===== src/rtl/ram_burst_sequencer.sv =====
// Burst front-end for the small synchronous RAM: turns valid/ready burst requests into
// per-beat RAM strobes with address auto-increment/wrap and a registered read beat.
module ram_burst_sequencer #(
  parameter int unsigned ADDR_SIZE = 2,
  parameter int unsigned DATA_SIZE = 8,
  parameter int unsigned LEN_SIZE  = 3
) (
  input  logic                 clk,
  input  logic                 reset,
  input  logic                 req_valid,
  output logic                 req_ready,
  input  logic                 req_write,
  input  logic [ADDR_SIZE-1:0] req_addr,
  input  logic [LEN_SIZE-1:0]  req_len,
  input  logic                 wr_valid,
  output logic                 wr_ready,
  input  logic [DATA_SIZE-1:0] wr_data,
  output logic                 rd_valid,
  input  logic                 rd_ready,
  output logic [DATA_SIZE-1:0] rd_data,
  output logic                 busy,
  output logic                 done,
  output logic [ADDR_SIZE-1:0] ram_addr,
  output logic                 ram_we,
  output logic                 ram_rd,
  output logic                 ram_cs,
  output logic [DATA_SIZE-1:0] ram_din,
  input  logic [DATA_SIZE-1:0] ram_dout
);

  localparam logic [1:0] StIdle  = 2'd0;
  localparam logic [1:0] StWrite = 2'd1;
  localparam logic [1:0] StRead  = 2'd2;

  logic [1:0]           state_q, state_d;
  logic [ADDR_SIZE-1:0] cur_addr_q, cur_addr_d;
  logic [LEN_SIZE-1:0]  remaining_q, remaining_d;
  logic                 rd_valid_q, rd_valid_d;
  logic [DATA_SIZE-1:0] rd_data_q, rd_data_d;
  logic                 done_q, done_d;

  logic wr_beat, rd_issue, beat;

  // Reset gates every handshake and strobe so nothing reaches the RAM while it clears.
  assign wr_beat  = !reset && (state_q == StWrite) && wr_valid;
  assign rd_issue = !reset && (state_q == StRead) && (!rd_valid_q || rd_ready);
  assign beat     = wr_beat || rd_issue;

  assign req_ready = !reset && (state_q == StIdle);
  assign wr_ready  = !reset && (state_q == StWrite);
  assign ram_we    = wr_beat;
  assign ram_rd    = rd_issue;
  assign ram_cs    = beat;
  assign ram_addr  = cur_addr_q;
  assign ram_din   = wr_data;
  assign busy      = (state_q != StIdle);
  assign done      = done_q;
  assign rd_valid  = rd_valid_q;
  assign rd_data   = rd_data_q;

  always_comb begin
    state_d     = state_q;
    cur_addr_d  = cur_addr_q;
    remaining_d = remaining_q;
    done_d      = 1'b0;
    rd_valid_d  = rd_valid_q;
    rd_data_d   = rd_data_q;

    case (state_q)
      StIdle: begin
        if (req_valid) begin
          cur_addr_d  = req_addr;
          remaining_d = req_len;
          state_d     = req_write ? StWrite : StRead;
        end
      end
      StWrite, StRead: begin
        if (beat) begin
          cur_addr_d  = cur_addr_q + 1'b1;
          remaining_d = remaining_q - 1'b1;
          if (remaining_q == '0) begin
            state_d = StIdle;
            done_d  = 1'b1;
          end
        end
      end
      default: state_d = StIdle;
    endcase

    // The holding register drains in any state, including after the burst has ended.
    if (rd_issue) begin
      rd_valid_d = 1'b1;
      rd_data_d  = ram_dout;
    end else if (rd_ready) begin
      rd_valid_d = 1'b0;
    end
  end

  always_ff @(posedge clk) begin
    if (reset) begin
      state_q     <= StIdle;
      cur_addr_q  <= '0;
      remaining_q <= '0;
      done_q      <= 1'b0;
      rd_valid_q  <= 1'b0;
      rd_data_q   <= '0;
    end else begin
      state_q     <= state_d;
      cur_addr_q  <= cur_addr_d;
      remaining_q <= remaining_d;
      done_q      <= done_d;
      rd_valid_q  <= rd_valid_d;
      rd_data_q   <= rd_data_d;
    end
  end

endmodule


===== config.mk =====
export PLATFORM = sky130hd
export DESIGN_NAME = ram_burst_sequencer
export DESIGN_NICKNAME = d
export VERILOG_FILES = /design/src/rtl/ram_burst_sequencer.sv
export SDC_FILE = /design/constraint.sdc
export NUM_CORES = 1
export LEC_CHECK = 0
export BUFFER_PORTS_ARGS = -buffer_cell sky130_fd_sc_hd__buf_2
export CAP_MARGIN = 20
export CORE_MARGIN = 5
export CORE_UTILIZATION = 40
export CTS_BUF_LIST = sky130_fd_sc_hd__clkbuf_4
export DETAILED_ROUTE_END_ITERATION = 16
export GPL_TIMING_DRIVEN = 0
export PLACE_DENSITY = 0.73
export SLEW_MARGIN = 10
export SYNTH_ARGS = -nofsm -noshare
export SYNTH_HDL_FRONTEND = slang
export SYNTH_SLANG_ARGS = --single-unit

===== constraint.sdc =====
create_clock -name clk -period 2.2 [get_ports clk]
set_clock_uncertainty 0.15 [all_clocks]
set_input_delay 0 -clock clk [delete_from_list [all_inputs] [get_ports clk]]
set_output_delay 0 -clock clk [all_outputs]
set_load 0.01 [all_outputs]

==> results.tsv <==
stage	metric	value	unit
grt	initial antenna violation count	0	
critical_path	WP data required	2280	ps
run_status	status	finished clean	
critical_path	Crit Path Max Fanout	8	
die	Die H	59.1	um
final_layout	final core occ	63.0	%
placed_design	# port buffers	44	
clock_network	CTS Root Cell	clkbuf_4	
critical_path	CP Launch Type	flop	
grt	grt ovf	0	
die	core footprint	2250	sq um
final_layout	Layout Cells excl Fill	200	
timing	final slew viol count	0	
synth	Post-Synthesis Net Count	139	
run	max_cap viols	0	
final_layout	nets@finish	205	
route	First-pass DRT Iterations	4	
final_layout	Reg area	340	sq um
final_layout	Inserted Diodes	0	
grt	global-route wire length before repair	3990	um
final_layout	post-route design area	1420	sq um
die	die extent in x	59.1	um
synth	synth warn	0	
power	P per Cell Area	633	nW/um^2
timing	Max Fclk	496	MHz
timing	slew margin rel.	71.7	%
clock_network	clk_lat worst skew	280	ps
grt	number of global-route vias before repair	935	
die	row count	17	
synth	#FFs+latches synth	17	
route	DRC viols	0	
grt	GRT Total Usage	14.7	%
placed_design	Area after DPL	1220	sq um
die	Initial Util	42.7	%
critical_path	Worst EP arrival	2090	ps
critical_path	Crit Path Category	reg -> reg	
final_layout	share of layout cells above drive strength 1	42.4	%
route	DR vias/cell	4.81	
final_layout	P&R area growth vs syn	47.4	%
clock_network	CTS buffer count	3	
timing	endpoints failing hold	0	
route	via count	962	
timing	crit share post-route	91.6	%
route	initial drt markers	24	
timing	worst slew pin tran	424	ps
clock_network	Worst-path clk slew	100	ps
clock_network	# clock sinks	17	
synth	synthesized area	963	sq um
placed_design	GP Congestion	0.786	
placed_design	dpl hpwl	1830	um
hold_path	worst hold path type	in -> reg	
route	Final ANT Viol Nets	0	
power	VDD IR max	0.379	mV
final_layout	fillers	211	
synth	Yosys cell types	33	
placed_design	Inst Count DP	179	
timing	final setup fails	0	
clock_network	CTS tree	done	
clock_network	CTS max path bufs	2	
die	Total Die Area	3490	sq um
power	Pleak	0.721	nW
timing	total negative setup slack	0	ps
route	drt total wl	2430	um
synth	Post-Syn Area per Cell	9.00	sq um
timing	crit path time final	2020	ps
final_layout	area of the multi-input gates	502	sq um
timing	RSZ-0062 raised after global routing	no	
synth	Seq/Total Area, Yosys	35.3	%
grt	largest net degree at the start of global routing	11	
power	final total power	0.000899	W
synth	Synth Instances	107	
die	count of boundary I/O pins	53	
critical_path	crit end category	flop	
route	Routed WL per cell	12.1	um
clock_network	CTS HTree Levels	1	
## worst paths after layout
| kind | startpoint | to | slack, ps | cells after the start |
|---|---|---|---|---|
| worst max-delay path | state_q[0] | ram_addr[0] | 180 | 6 |
| worst min-delay path | wr_valid | done | 6 | 4 |
| worst max register to register | state_q[0] | ram_addr[0] | 180 | 6 |
| worst min register to register | ram_addr[1] | ram_addr[1] | 330 | 2 |
## registers in the layout, summed over array words and instances (netlist names)
signal and count:
done 1, remaining_q 3, state_q 2, rd_valid 1
rd_data 8, ram_addr 2
## power breakdown
group          leakage [nW]  switching [W]  internal, W
combinational         0.565       0.000187     0.000181
sequential            0.139      0.0000200     0.000345
clock                0.0177      0.0000976    0.0000675
total                 0.721       0.000305     0.000594
## layout make-up
class	count	share of cell area, %
repair buffers	61	27.5
inverters	9	2.38
flip-flops and latches	17	24.0
clock inverters	1	0.352
well taps	28	2.47
multi-input cells	69	35.3
clock buffers	3	1.59
plain buffers	12	6.43
## cell families after synthesis
family	after synthesis	share of synthesized area [%]
multiplexers	9	10.4
flip-flops	17	35.3
AO/OA/AOI/OAI	27	17.5
adder cells (fa/ha/maj)	5	6.49
buffers and inverters	21	13.0
AND/OR/NAND/NOR	28	17.3
## cell usage in the layout (no fill, tap or decap)
cell type       n
and3b_1         1
inv_1           9
or4_1           1
a21o_1          1
a21boi_0        1
a311oi_1        1
and2b_2         1
o2111ai_1       1
and2_1          1
nand3b_1        1
a21bo_2         1
dfxtp_1        17
buf_2          45
nor2_1          5
a21oi_1        13
buf_6           2
clkinv_2        1
nand2_1         2
or3_2           1
a21boi_2        1
nor2b_1        10
ha_1            5
o21ai_0         3
o31ai_1         3
and3_1          1
o22ai_1         1
o211a_1         1
clkbuf_1        1
mux2i_1         1
nand3_1         2
dlygate4sd3_1  17
or2_2           1
or2b_2          1
buf_4           8
clkbuf_4        3
mux2_2          8
## per-layer routing
metal  vias to the layer above  global-route usage [%]  part of all wire (%)
met3                         2                    1.74                   6.4
met1                       444                    17.1                    39
li1                        489                       -                     -
met5                         -                       0                     0
met2                        27                    25.9                    53
met4                         0                    7.77                   1.1
## worst max-delay path, cell delays in order, from the launching register on
cell and delay (ps):
dfxtp_1 360, inv_1 70, ha_1 350, a21boi_0 160, a21boi_2 220, or4_1 520
a21oi_1 130
## Yosys cell counts (all sizes together)
cell type	instances	area, sq um
a21boi	2	15.0
a311oi	1	8.76
and2	1	6.26
clkbuf	1	3.75
nor2b	10	62.6
nand3	2	10.0
inv	9	33.8
o22ai	1	6.26
mux2	8	90.1
nand3b	1	7.51
a21bo	1	10.0
nor2	5	18.8
a21o	1	7.51
and3	1	6.26
buf	11	87.6
or2b	1	8.76
nand2	2	7.51
or2	1	6.26
or3	1	7.51
and2b	1	8.76
or4	1	7.51
a21oi	13	65.1
o2111ai	1	8.76
and3b	1	8.76
o31ai	3	22.5
o21ai	3	15.0
dfxtp	17	340
ha	5	62.6
o211a	1	10.0
mux2i	1	10.0
## what timing repair did
| item | 4_1_cts | 5_1_grt |
|---|---|---|
| buffers inserted | 0 | 0 |
| endpoints found under the hold margin | 16 | 0 |
| endpoints found under the setup margin | 0 | 6 |
| gates resized for setup | 0 | 1 |
| hold buffers | 17 | 0 |
## through the flow
step	hold slack [ps]	worst slack, ps
global placement	36.8	230
finish	6.20	184
detailed placement	35.3	45.5
CTS	0.424	24.3
global route	32.4	50.5
floorplan	-58.2	344
(Power assumes the default switching activity.)
